--- config.mk ---
export PLATFORM = sky130hd
export DESIGN_NAME = iram_axi_arb_flat
export DESIGN_NICKNAME = d
export VERILOG_FILES = /design/src/rtl/iram_axi_arb_if.sv /design/src/rtl/iram_axi_arb.sv /design/src/flat_wrapper.sv
export SDC_FILE = /design/constraint.sdc
export NUM_CORES = 1
export LEC_CHECK = 0
export CELL_PAD_IN_SITES_DETAIL_PLACEMENT = 1
export CELL_PAD_IN_SITES_GLOBAL_PLACEMENT = 1
export CORE_MARGIN = 1.5
export CORE_UTILIZATION = 29
export DETAILED_ROUTE_END_ITERATION = 8
export GPL_TIMING_DRIVEN = 0
export PLACE_DENSITY = 0.91
export SYNTH_ARGS = -nofsm -noshare
export SYNTH_HDL_FRONTEND = slang
export SYNTH_SLANG_ARGS = --single-unit
--- constraint.sdc ---
create_clock -name clk -period 2 [get_ports clk]
set_input_delay 0.4 -clock clk [delete_from_list [all_inputs] [get_ports clk]]
set_output_delay 0.4 -clock clk [all_outputs]
set_load 0.005 [all_outputs]
--- src/rtl/iram_axi_arb_if.sv ---
// iram_axi_arb_if -- bundle of the two requester ports, the busy flag and the
// AXI4-Lite master channels of the IRAM arbiter.
// The "master" modport is the arbiter's own view: it serves the requesters
// and masters the AXI bus. The "slave" modport is everything around it:
// the two requesters plus the IRAM AXI slave.
interface iram_axi_arb_if #(
   parameter int AW = 32,
   parameter int DW = 32
);
   // requester 0 (core LSU)
   logic            m0_req;
   logic            m0_we;
   logic [AW-1:0]   m0_addr;
   logic [DW-1:0]   m0_wdata;
   logic [DW/8-1:0] m0_wstrb;
   logic            m0_ack;
   logic [DW-1:0]   m0_rdata;

   // requester 1 (debug / loader)
   logic            m1_req;
   logic            m1_we;
   logic [AW-1:0]   m1_addr;
   logic [DW-1:0]   m1_wdata;
   logic [DW/8-1:0] m1_wstrb;
   logic            m1_ack;
   logic [DW-1:0]   m1_rdata;

   logic            busy;

   // AXI4-Lite toward the IRAM slave
   logic [AW-1:0]   awaddr;
   logic [2:0]      awprot;
   logic            awvalid;
   logic            awready;
   logic [DW-1:0]   wdata;
   logic [DW/8-1:0] wstrb;
   logic            wvalid;
   logic            wready;
   logic [1:0]      bresp;
   logic            bvalid;
   logic            bready;
   logic [AW-1:0]   araddr;
   logic [2:0]      arprot;
   logic            arvalid;
   logic            arready;
   logic [DW-1:0]   rdata;
   logic [1:0]      rresp;
   logic            rvalid;
   logic            rready;

   modport master (
      input  m0_req, m0_we, m0_addr, m0_wdata, m0_wstrb,
      output m0_ack, m0_rdata,
      input  m1_req, m1_we, m1_addr, m1_wdata, m1_wstrb,
      output m1_ack, m1_rdata,
      output busy,
      output awaddr, awprot, awvalid, wdata, wstrb, wvalid, bready,
      output araddr, arprot, arvalid, rready,
      input  awready, wready, bresp, bvalid, arready, rdata, rresp, rvalid
   );

   modport slave (
      output m0_req, m0_we, m0_addr, m0_wdata, m0_wstrb,
      input  m0_ack, m0_rdata,
      output m1_req, m1_we, m1_addr, m1_wdata, m1_wstrb,
      input  m1_ack, m1_rdata,
      input  busy,
      input  awaddr, awprot, awvalid, wdata, wstrb, wvalid, bready,
      input  araddr, arprot, arvalid, rready,
      output awready, wready, bresp, bvalid, arready, rdata, rresp, rvalid
   );
endinterface

--- src/rtl/iram_axi_arb.sv ---
// iram_axi_arb -- two-requester arbiter in front of an AXI4-Lite IRAM slave.
// One transaction outstanding at a time; every output except busy is a flop.
// Optional feature: define IRAM_ARB_RR_EN for round-robin arbitration.
// Without it, requester 1 (debug/loader) wins simultaneous requests.
module iram_axi_arb #(
   parameter int AW = 32,
   parameter int DW = 32
) (
   input logic            clk,
   input logic            rst,
   iram_axi_arb_if.master bus
);
   localparam int SW = DW / 8;

   typedef enum logic [2:0] {IDLE, WR, WB, RD, RR} state_t;

   state_t          state_q, state_d;
   logic            win_q, win_d;
   logic [AW-1:0]   awaddr_q, awaddr_d;
   logic [AW-1:0]   araddr_q, araddr_d;
   logic [DW-1:0]   wdata_q, wdata_d;
   logic [SW-1:0]   wstrb_q, wstrb_d;
   logic            wr_valid_q, wr_valid_d;
   logic            bready_q, bready_d;
   logic            arvalid_q, arvalid_d;
   logic            rready_q, rready_d;
   logic            ack0_q, ack0_d;
   logic            ack1_q, ack1_d;
   logic [DW-1:0]   rdata0_q, rdata0_d;
   logic [DW-1:0]   rdata1_q, rdata1_d;

   logic            req0;
   logic            req1;
   logic            pick1;
   logic            sel_we;
   logic [AW-1:0]   sel_addr;
   logic [DW-1:0]   sel_wdata;
   logic [SW-1:0]   sel_wstrb;
   logic            unused_resp;

   // a requester that is being acked this cycle still shows req high; mask it
   assign req0 = bus.m0_req & ~ack0_q;
   assign req1 = bus.m1_req & ~ack1_q;

`ifdef IRAM_ARB_RR_EN
   logic last_q, last_d;

   // last_q = 1 means m1 was granted last, so m0 takes a tie
   assign pick1 = req1 & (~req0 | ~last_q);
`else
   assign pick1 = req1;
`endif

   assign sel_we    = pick1 ? bus.m1_we    : bus.m0_we;
   assign sel_addr  = pick1 ? bus.m1_addr  : bus.m0_addr;
   assign sel_wdata = pick1 ? bus.m1_wdata : bus.m0_wdata;
   assign sel_wstrb = pick1 ? bus.m1_wstrb : bus.m0_wstrb;

   // the slave response codes carry nothing this arbiter acts on
   assign unused_resp = ^{bus.bresp, bus.rresp};

   // next-state and registered-output logic; the state itself records the
   // direction of the latched request, so no separate we flop is kept
   always_comb begin
      state_d    = state_q;
      win_d      = win_q;
      awaddr_d   = awaddr_q;
      araddr_d   = araddr_q;
      wdata_d    = wdata_q;
      wstrb_d    = wstrb_q;
      wr_valid_d = wr_valid_q;
      bready_d   = bready_q;
      arvalid_d  = arvalid_q;
      rready_d   = rready_q;
      ack0_d     = 1'b0;
      ack1_d     = 1'b0;
      rdata0_d   = rdata0_q;
      rdata1_d   = rdata1_q;
`ifdef IRAM_ARB_RR_EN
      last_d     = last_q;
`endif
      case (state_q)
         IDLE: begin
            if (req0 | req1) begin
               win_d = pick1;
`ifdef IRAM_ARB_RR_EN
               last_d = pick1;
`endif
               if (sel_we) begin
                  state_d    = WR;
                  awaddr_d   = sel_addr;
                  wdata_d    = sel_wdata;
                  wstrb_d    = sel_wstrb;
                  wr_valid_d = 1'b1;
               end else begin
                  state_d   = RD;
                  araddr_d  = sel_addr;
                  arvalid_d = 1'b1;
               end
            end
         end
         WR: begin
            if (bus.awready & bus.wready) begin
               state_d    = WB;
               wr_valid_d = 1'b0;
               bready_d   = 1'b1;
            end
         end
         WB: begin
            if (bus.bvalid) begin
               state_d  = IDLE;
               bready_d = 1'b0;
               ack0_d   = ~win_q;
               ack1_d   = win_q;
            end
         end
         RD: begin
            if (bus.arready) begin
               state_d   = RR;
               arvalid_d = 1'b0;
               rready_d  = 1'b1;
            end
         end
         RR: begin
            if (bus.rvalid) begin
               state_d  = IDLE;
               rready_d = 1'b0;
               ack0_d   = ~win_q;
               ack1_d   = win_q;
               if (win_q) begin
                  rdata1_d = bus.rdata;
               end else begin
                  rdata0_d = bus.rdata;
               end
            end
         end
         default: begin
            state_d = IDLE;
         end
      endcase
   end

   // state and output registers with synchronous reset that also aborts
   // any transaction in flight
   always_ff @(posedge clk) begin
      if (rst) begin
         state_q    <= IDLE;
         win_q      <= 1'b0;
         awaddr_q   <= '0;
         araddr_q   <= '0;
         wdata_q    <= '0;
         wstrb_q    <= '0;
         wr_valid_q <= 1'b0;
         bready_q   <= 1'b0;
         arvalid_q  <= 1'b0;
         rready_q   <= 1'b0;
         ack0_q     <= 1'b0;
         ack1_q     <= 1'b0;
         rdata0_q   <= '0;
         rdata1_q   <= '0;
`ifdef IRAM_ARB_RR_EN
         last_q     <= 1'b1;
`endif
      end else begin
         state_q    <= state_d;
         win_q      <= win_d;
         awaddr_q   <= awaddr_d;
         araddr_q   <= araddr_d;
         wdata_q    <= wdata_d;
         wstrb_q    <= wstrb_d;
         wr_valid_q <= wr_valid_d;
         bready_q   <= bready_d;
         arvalid_q  <= arvalid_d;
         rready_q   <= rready_d;
         ack0_q     <= ack0_d;
         ack1_q     <= ack1_d;
         rdata0_q   <= rdata0_d;
         rdata1_q   <= rdata1_d;
`ifdef IRAM_ARB_RR_EN
         last_q     <= last_d;
`endif
      end
   end

   assign bus.busy     = (state_q != IDLE);
   assign bus.m0_ack   = ack0_q;
   assign bus.m1_ack   = ack1_q;
   assign bus.m0_rdata = rdata0_q;
   assign bus.m1_rdata = rdata1_q;

   // AW and W share one valid flop so they can never be raised separately
   assign bus.awaddr  = awaddr_q;
   assign bus.awprot  = 3'b000;
   assign bus.awvalid = wr_valid_q;
   assign bus.wdata   = wdata_q;
   assign bus.wstrb   = wstrb_q;
   assign bus.wvalid  = wr_valid_q;
   assign bus.bready  = bready_q;
   assign bus.araddr  = araddr_q;
   assign bus.arprot  = 3'b000;
   assign bus.arvalid = arvalid_q;
   assign bus.rready  = rready_q;
endmodule

--- src/flat_wrapper.sv ---
// flat-port wrapper written by rule: the top's interface ports become plain ports
module iram_axi_arb_flat 
#(
   parameter int AW = 32,
   parameter int DW = 32
)
  (clk, rst, bus_m0_req, bus_m0_we, bus_m0_addr, bus_m0_wdata, bus_m0_wstrb, bus_m0_ack, bus_m0_rdata, bus_m1_req, bus_m1_we, bus_m1_addr, bus_m1_wdata, bus_m1_wstrb, bus_m1_ack, bus_m1_rdata, bus_busy, bus_awaddr, bus_awprot, bus_awvalid, bus_wdata, bus_wstrb, bus_wvalid, bus_bready, bus_araddr, bus_arprot, bus_arvalid, bus_rready, bus_awready, bus_wready, bus_bresp, bus_bvalid, bus_arready, bus_rdata, bus_rresp, bus_rvalid);
  iram_axi_arb_if #(.AW(AW), .DW(DW)) bus_i ();
  input logic clk;
  input logic rst;
  input wire logic [$bits(bus_i.m0_req)-1:0] bus_m0_req;
  input wire logic [$bits(bus_i.m0_we)-1:0] bus_m0_we;
  input wire logic [$bits(bus_i.m0_addr)-1:0] bus_m0_addr;
  input wire logic [$bits(bus_i.m0_wdata)-1:0] bus_m0_wdata;
  input wire logic [$bits(bus_i.m0_wstrb)-1:0] bus_m0_wstrb;
  output wire logic [$bits(bus_i.m0_ack)-1:0] bus_m0_ack;
  output wire logic [$bits(bus_i.m0_rdata)-1:0] bus_m0_rdata;
  input wire logic [$bits(bus_i.m1_req)-1:0] bus_m1_req;
  input wire logic [$bits(bus_i.m1_we)-1:0] bus_m1_we;
  input wire logic [$bits(bus_i.m1_addr)-1:0] bus_m1_addr;
  input wire logic [$bits(bus_i.m1_wdata)-1:0] bus_m1_wdata;
  input wire logic [$bits(bus_i.m1_wstrb)-1:0] bus_m1_wstrb;
  output wire logic [$bits(bus_i.m1_ack)-1:0] bus_m1_ack;
  output wire logic [$bits(bus_i.m1_rdata)-1:0] bus_m1_rdata;
  output wire logic [$bits(bus_i.busy)-1:0] bus_busy;
  output wire logic [$bits(bus_i.awaddr)-1:0] bus_awaddr;
  output wire logic [$bits(bus_i.awprot)-1:0] bus_awprot;
  output wire logic [$bits(bus_i.awvalid)-1:0] bus_awvalid;
  output wire logic [$bits(bus_i.wdata)-1:0] bus_wdata;
  output wire logic [$bits(bus_i.wstrb)-1:0] bus_wstrb;
  output wire logic [$bits(bus_i.wvalid)-1:0] bus_wvalid;
  output wire logic [$bits(bus_i.bready)-1:0] bus_bready;
  output wire logic [$bits(bus_i.araddr)-1:0] bus_araddr;
  output wire logic [$bits(bus_i.arprot)-1:0] bus_arprot;
  output wire logic [$bits(bus_i.arvalid)-1:0] bus_arvalid;
  output wire logic [$bits(bus_i.rready)-1:0] bus_rready;
  input wire logic [$bits(bus_i.awready)-1:0] bus_awready;
  input wire logic [$bits(bus_i.wready)-1:0] bus_wready;
  input wire logic [$bits(bus_i.bresp)-1:0] bus_bresp;
  input wire logic [$bits(bus_i.bvalid)-1:0] bus_bvalid;
  input wire logic [$bits(bus_i.arready)-1:0] bus_arready;
  input wire logic [$bits(bus_i.rdata)-1:0] bus_rdata;
  input wire logic [$bits(bus_i.rresp)-1:0] bus_rresp;
  input wire logic [$bits(bus_i.rvalid)-1:0] bus_rvalid;
  assign bus_i.m0_req = bus_m0_req;
  assign bus_i.m0_we = bus_m0_we;
  assign bus_i.m0_addr = bus_m0_addr;
  assign bus_i.m0_wdata = bus_m0_wdata;
  assign bus_i.m0_wstrb = bus_m0_wstrb;
  assign bus_m0_ack = bus_i.m0_ack;
  assign bus_m0_rdata = bus_i.m0_rdata;
  assign bus_i.m1_req = bus_m1_req;
  assign bus_i.m1_we = bus_m1_we;
  assign bus_i.m1_addr = bus_m1_addr;
  assign bus_i.m1_wdata = bus_m1_wdata;
  assign bus_i.m1_wstrb = bus_m1_wstrb;
  assign bus_m1_ack = bus_i.m1_ack;
  assign bus_m1_rdata = bus_i.m1_rdata;
  assign bus_busy = bus_i.busy;
  assign bus_awaddr = bus_i.awaddr;
  assign bus_awprot = bus_i.awprot;
  assign bus_awvalid = bus_i.awvalid;
  assign bus_wdata = bus_i.wdata;
  assign bus_wstrb = bus_i.wstrb;
  assign bus_wvalid = bus_i.wvalid;
  assign bus_bready = bus_i.bready;
  assign bus_araddr = bus_i.araddr;
  assign bus_arprot = bus_i.arprot;
  assign bus_arvalid = bus_i.arvalid;
  assign bus_rready = bus_i.rready;
  assign bus_i.awready = bus_awready;
  assign bus_i.wready = bus_wready;
  assign bus_i.bresp = bus_bresp;
  assign bus_i.bvalid = bus_bvalid;
  assign bus_i.arready = bus_arready;
  assign bus_i.rdata = bus_rdata;
  assign bus_i.rresp = bus_rresp;
  assign bus_i.rvalid = bus_rvalid;
  iram_axi_arb #(.AW(AW), .DW(DW)) u_core (.clk(clk), .rst(rst), .bus(bus_i));
endmodule
## Word level (Yosys, flattened, before mapping)

Index checks and enable logic that the tools add are counted.

- Register bits: 174
- Bits in latches: 0
- Bits in writable memories: 0
- Bits in read-only memories: 0
- Bits of input ports: 183
- Output and inout port bits: 178
- Logic and storage cells: 80
- Memories kept: 0

- Add/sub/neg operators: 0
- Multipliers: 0
- Divide/modulo/power cells: 0
- Order comparisons: 0
- Equality and inequality tests: 11
- Shifts and indexed selects: 0
- Mux-type cells: 31
- Bitwise gates (word level): 8
- Reductions and logical operators: 16

Operators by type and width:

| operator | count |
|---|---|
| 2-to-1 mux 32 bit | 2 |
| AND reduction 3 bit | 6 |
| 2-to-1 mux 1 bit | 15 |
| 2-to-1 mux 3 bit | 5 |
| case mux 3 bit (5 select lines) | 1 |
| case mux 1 bit (2 select lines) | 6 |
| != test 2 bit, second input constant | 4 |
| AND reduction 4 bit | 2 |
| nonzero test 2 bit | 4 |
| equality test 3 x 2 -> 1 bit, second input constant | 2 |
| != test 2 x 1 -> 1 bit, second input constant | 3 |
| AND reduction 5 bit | 1 |
| 2-to-1 mux 4 bit | 1 |
| inverter 1 bit | 4 |
| bitwise AND 1 bit | 3 |
| equality test 3 x 1 -> 1 bit, second input constant | 1 |
| equality test 3 bit, second input constant | 1 |
| logical NOT 3 bit | 1 |
| nonzero test 3 bit | 1 |
| 2-to-1 mux 2 bit | 1 |
| AND reduction 2 bit | 1 |
| OR 1 bit | 1 |

## Depth between registers and ports, before layout

Gate-level depths: netlist (run 1).

- Depth after elaboration: 6
- Depth in mapped cells: 8
- Mapped depth without buffers: 4

## Worst setup path before layout (run 1)

OpenSTA, ideal clock, no wires.

- Path type: in2reg
- From: in bus_m1_req
- To: reg u_core.araddr_q[12], in the netlist u_core.bus.araddr[12]
- Library setup time: 0.121 ns
- Arrival time: 1.587 ns
- Data required time: 1.879 ns
- Path slack: 0.292 ns
- Cell stages on the path: 6
- Buffers on the path: 2
- Cell sequence: nor2b_1 -> clkbuf_1 -> o21a_1 -> nand2_1 -> buf_2 -> mux2_2

- Longest elaborated chain between the ends: 4
- Elaborated cells between the ends (all ways): 6
- Classes of those cells: 2 x mux; 3 x bitwise; 1 x reduce/logical

Ends and longest elaborated chain:

| item | RTL line | source |
|---|---|---|
| start: declaration | flat_wrapper.sv:18 | `input wire logic [$bits(bus_i.m1_req)-1:0] bus_m1_req;` |
| bitwise AND 1 bit (*) | iram_axi_arb.sv:43 | `assign req1 = bus.m1_req & ~ack1_q;` |
| 2-to-1 mux 1 bit | iram_axi_arb.sv:54 | `assign sel_we = pick1 ? bus.m1_we : bus.m0_we;` |
| inverter 1 bit (no source line) | - |  |
| AND reduction 3 bit (no source line) | - |  |
| end signal: assignment | iram_axi_arb.sv:168 | `araddr_q <= araddr_d;` |
| end: declaration | iram_axi_arb.sv:20 | `logic [AW-1:0] araddr_q, araddr_d;` |

Every way passes the cells marked *; elsewhere a longest branch is shown, timed or not.
A chain may end at the register's enable or synchronous reset.

## Worst setup path in the final report (run 1)

- From: reg u_core.ack1_q, in the netlist u_core.bus.m1_ack
- To: reg u_core.awaddr_q[23], in the netlist u_core.bus.awaddr[23]

- Longest elaborated chain between the ends: 4
- Elaborated cells between the ends (all ways): 6
- Classes of those cells: 2 x mux; 3 x bitwise; 1 x reduce/logical

Ends and longest elaborated chain:

| item | RTL line | source |
|---|---|---|
| start: declaration | iram_axi_arb.sv:28 | `logic ack1_q, ack1_d;` |
| start signal: assignment | iram_axi_arb.sv:176 | `ack1_q <= ack1_d;` |
| inverter 1 bit (*) | iram_axi_arb.sv:43 |  |
| bitwise AND 1 bit (*) | iram_axi_arb.sv:43 |  |
| OR 1 bit or 2-to-1 mux 1 bit (tied branches) | iram_axi_arb.sv:84, iram_axi_arb.sv:54 |  |
| AND reduction 3 bit (no source line) | - |  |
| end signal: assignment | iram_axi_arb.sv:167 | `awaddr_q <= awaddr_d;` |
| end: declaration | iram_axi_arb.sv:19 | `logic [AW-1:0] awaddr_q, awaddr_d;` |

Marks and branches as above.

==> results of run 1 <==
through the flow:
step / util [%] / cells / setup WS [ps] / total power, W / setup TNS (ps)
floorplan: - / 909 / 292 / 0.00462 / 0
global placement: 44.5 / 1591 / -705 / 0.00568 / -67790
detailed placement: 44.5 / 1591 / -711 / 0.00574 / -69980
CTS: 47.0 / 1625 / 6.90 / 0.00916 / 0
global route: 47.3 / 1628 / -16.5 / 0.00947 / -53.3
finish: 47.3 / 1628 / 91.7 / 0.00910 / 0
worst reg2reg max path, delay by kind of cell (launching register included):
family                 cells  cell delay [ps]
buffers and inverters      3              490
flip-flops                 1              380
multiplexers               2              630
AND/OR/NAND/NOR            2              300
how the worst max path moves through the flow:
| stage | from | end | slack, ps |
|---|---|---|---|
| 6_report | u_core.bus.m1_ack | u_core.bus.awaddr[23] | 90 |
| 5_1_grt | u_core.bus.m1_ack | u_core.bus.wstrb[3] | -20 |
| 4_1_cts | u_core.state_q[2] | bus_busy | 7 |
| 3_5_place_dp | bus_m1_req | u_core.bus.araddr[17] | -710 |
| 3_3_place_gp | bus_m1_req | u_core.bus.araddr[14] | -700 |
| 2_1_floorplan | bus_m1_req | u_core.bus.araddr[12] | 290 |
layout make-up:
type	instances	share of cell area [%]
Multi-Input combinational cell	611	30.1
Timing Repair Buffer	349	28.3
Sequential cell	174	28.3
Buffer	86	3.91
Clock buffer	18	3.48
Tap cell	335	3.40
Clock inverter	14	1.26
Inverter	38	1.16
Antenna cell	3	0.0610
cell families after synthesis:
kind of cell	synth area share [%]
DFF	45.3
and+or+nand+nor	23.6
AOI/OAI and AO/OA	14.2
other	0.0488
buffers and inverters	7.18
muxes	9.63
power by group through the flow:
stage | Clock, W | Combinational (W) | Sequential (W)
floorplan | 0 | 0.000743 | 0.00388
global placement | 0 | 0.00182 | 0.00387
detailed placement | 0 | 0.00186 | 0.00388
CTS | 0.00346 | 0.00190 | 0.00380
global route | 0.00359 | 0.00205 | 0.00383
finish | 0.00339 | 0.00191 | 0.00380
placed cells by master, fill, tap and decap left out, types with 2 or more instances in the layout:
cell / n
buf_2: 15
a2111oi_0: 2
clkbuf_16: 17
inv_1: 38
a311oi_1: 2
clkbuf_1: 36
nor2_1: 2
clkinv_4: 2
clkinvlp_4: 2
buf_6: 8
clkdlybuf4s50_1: 346
and2_1: 2
buf_1: 2
inv_8: 4
nand2_1: 197
mux2_2: 25
conb_1: 6
nand3b_1: 76
a31oi_1: 3
nor2b_1: 67
inv_6: 3
clkbuf_4: 5
buf_4: 12
a211oi_2: 9
a21oi_1: 137
nand2b_1: 3
clkbuf_2: 10
diode_2: 3
mux2_1: 39
dfxtp_1: 174
a211oi_1: 28
metal layers:
metal | wire [µm] | vias up
li1 | - | 3755
met1 | 12900 | 3898
met2 | 15900 | 243
met3 | 1740 | 59
met4 | 1090 | 0
met5 | 0 | -
timing repair:
| action | in CTS | in global routing |
|---|---|---|
| resized for setup | 15 | 30 |
| cloned | 0 | 0 |
| endpoints found under the setup margin | 96 | 123 |
| setup buffers | 2 | 0 |
| pin swaps | 1 | 0 |
state kept, by name (all words and copies together), names as in the netlist, 3 cells and up:
register             count
u_core.bus.m0_rdata     32
u_core.bus.m1_rdata     32
u_core.bus.awaddr       32
u_core.bus.wstrb         4
u_core.bus.araddr       32
u_core.state_q           3
u_core.bus.wdata        32
==> out/metrics.yaml, run 1 <==
timing:
  finalClockSkew_ps: 12.5
  slew-limit-headroom_pct: 53.8
  fin_crit_ps: 1910
  worst_slew_pin_slew_ps: 693
  hold_violations: 0
  fin_crit_sh_pct: 95.4
  fmax_ghz: 0.524
  slew_viol_final: 0
  whs_ps: 453
  setup-violations-final: 0
floorplan:
  coreArea_mm2: 0.0261
  die-height_um: 166
  io_pins: 361
  std_cell_rows: 59
  start_util_pct: 29.5
  fp.dieArea_mm2: 0.0275
  die_w_um: 166
logic_synthesis:
  yosys.area.top_type_share_pct: 45.3
  syn_area_mm2: 0.00769
  ys_ff_latch: 174
  async_flop_share_pct: 0
  synthTopCellsByCount: "198 x nand2_1, 174 x dfxtp_1, 137 x a21oi_1, 76 x nand3b_1, 67 x nor2b_1"
  ys.flop_type: "dfxtp_1"
  yosys_warnings: 0
  synth_most_common_cell: "nand2_1"
  ys_types: 33
  synthCells: 904
  synth_edf_count: 0
  synth.area.top_cells: "dfxtp_1 45%, nand2_1 9.7%, a21oi_1 8.9%, nand3b_1 7.4%, mux2_1 5.7%"
  synth_top_area_cell: "dfxtp_1"
  syn_area_per_cell_um2: 8.51
  synth.yosys.seq_area_share_pct: 45.3
power_and_ir_drop:
  switching_share_pct: 28.1
  power_frac_comb_pct: 21.0
  p_int_w: 0.00654
  p_clk_share_pct: 37.2
  powerDensity_mw_per_mm2: 739
  irDropWorstVdd_mv: 0.426
  p_leak_nw: 4.51
  p_sw_w: 0.00256
  seq_power_share_pct: 41.8
worst_setup_path:
  critical-path-top-delay-family: "multiplexers"
  reg2reg_depth: 7
  arrival_ps: 2220
  r2r_end: "u_core.bus.awaddr[23]"
  crit_path_cell_trace: "nand2b_1, buf_6, mux2i_4, nand2b_1, buf_6, buf_6, mux2_1"
  rrSetupSlack_ps: 90
  cp.depth: 7
  cpMostUsedCell: "buf_6"
  max_stage_delay_ps: 380
  start_kind: "register"
  endpoint_kind: "register"
  criticalPathCategory: "reg2reg"
  critPathMaxFanout: 10
  crit_required_ps: 2310
  r2r_start: "u_core.bus.m1_ack"
  crit_buf_inv: 3
  crit_path_top_delay_cell: "dfxtp_1"
grt:
  met3_usage_pct: 5.65
  gr-total-overflow: 0
  grt_max_degree: 18
  antenna_found_initial: 3
  met2_usage_pct: 40.3
  grt_pass1_vias: 8558
  grt_first_pass_wirelength_mm: 49.1
  globalRouteTotalUtil_pct: 22.6
  grt-busiest-layer: "met2"
  use_met1_pct: 25.6
clock_network:
  cts_hold_buf: 0
  cts_tree: "built"
  cts_htree_levels: 4
  clk_latency_ps: 430
  clkSinkCount: 174
  cts_root_buf: "clkbuf_16"
  cts.clk_slew.worst_paths_ps: 70
  cts_buffers: 17
  clockBufferDepth: 2
run_status:
  outcome: "finished clean"
detailed_routing:
  drc: 0
  drtAntennaViolNets: 0
  vias: 7955
  drt-pass1-iter-count: 5
  routedWlPerCell_um: 19.4
  finalWirelength_mm: 31.6
  drtIter0Drc: 333
  avgViaCountPerCell: 4.89
place:
  dp_hpwl_mm: 24.5
  place_congestion: 0.818
  placedInstanceArea_mm2: 0.0116
  port_buffers: 347
run:
  cap_violations: 0
layout:
  fill_cells: 3070
  drive_gt1_share_pct: 9.30
  multi_input_area_mm2: 0.00371
  nets: 1460
  stdcell_area_mm2: 0.0123
  seq_area_mm2: 0.00348
  area_growth_pct: 60.2
min_path:
  min_delay_path_depth: 2
  hp-start: "u_core.bus.m0_rdata[4]"
  hold_class: "reg2reg"
  holdPathEnd: "u_core.bus.m0_rdata[4]"
No activity file was read; power rests on OpenSTA's default activity.
==> inputs of run 2 (changes only) <==
Settings changed: CAP_MARGIN set to 30.
==> results of run 2 <==
The final DEF is identical to that of run 1; final timing and power are the same.
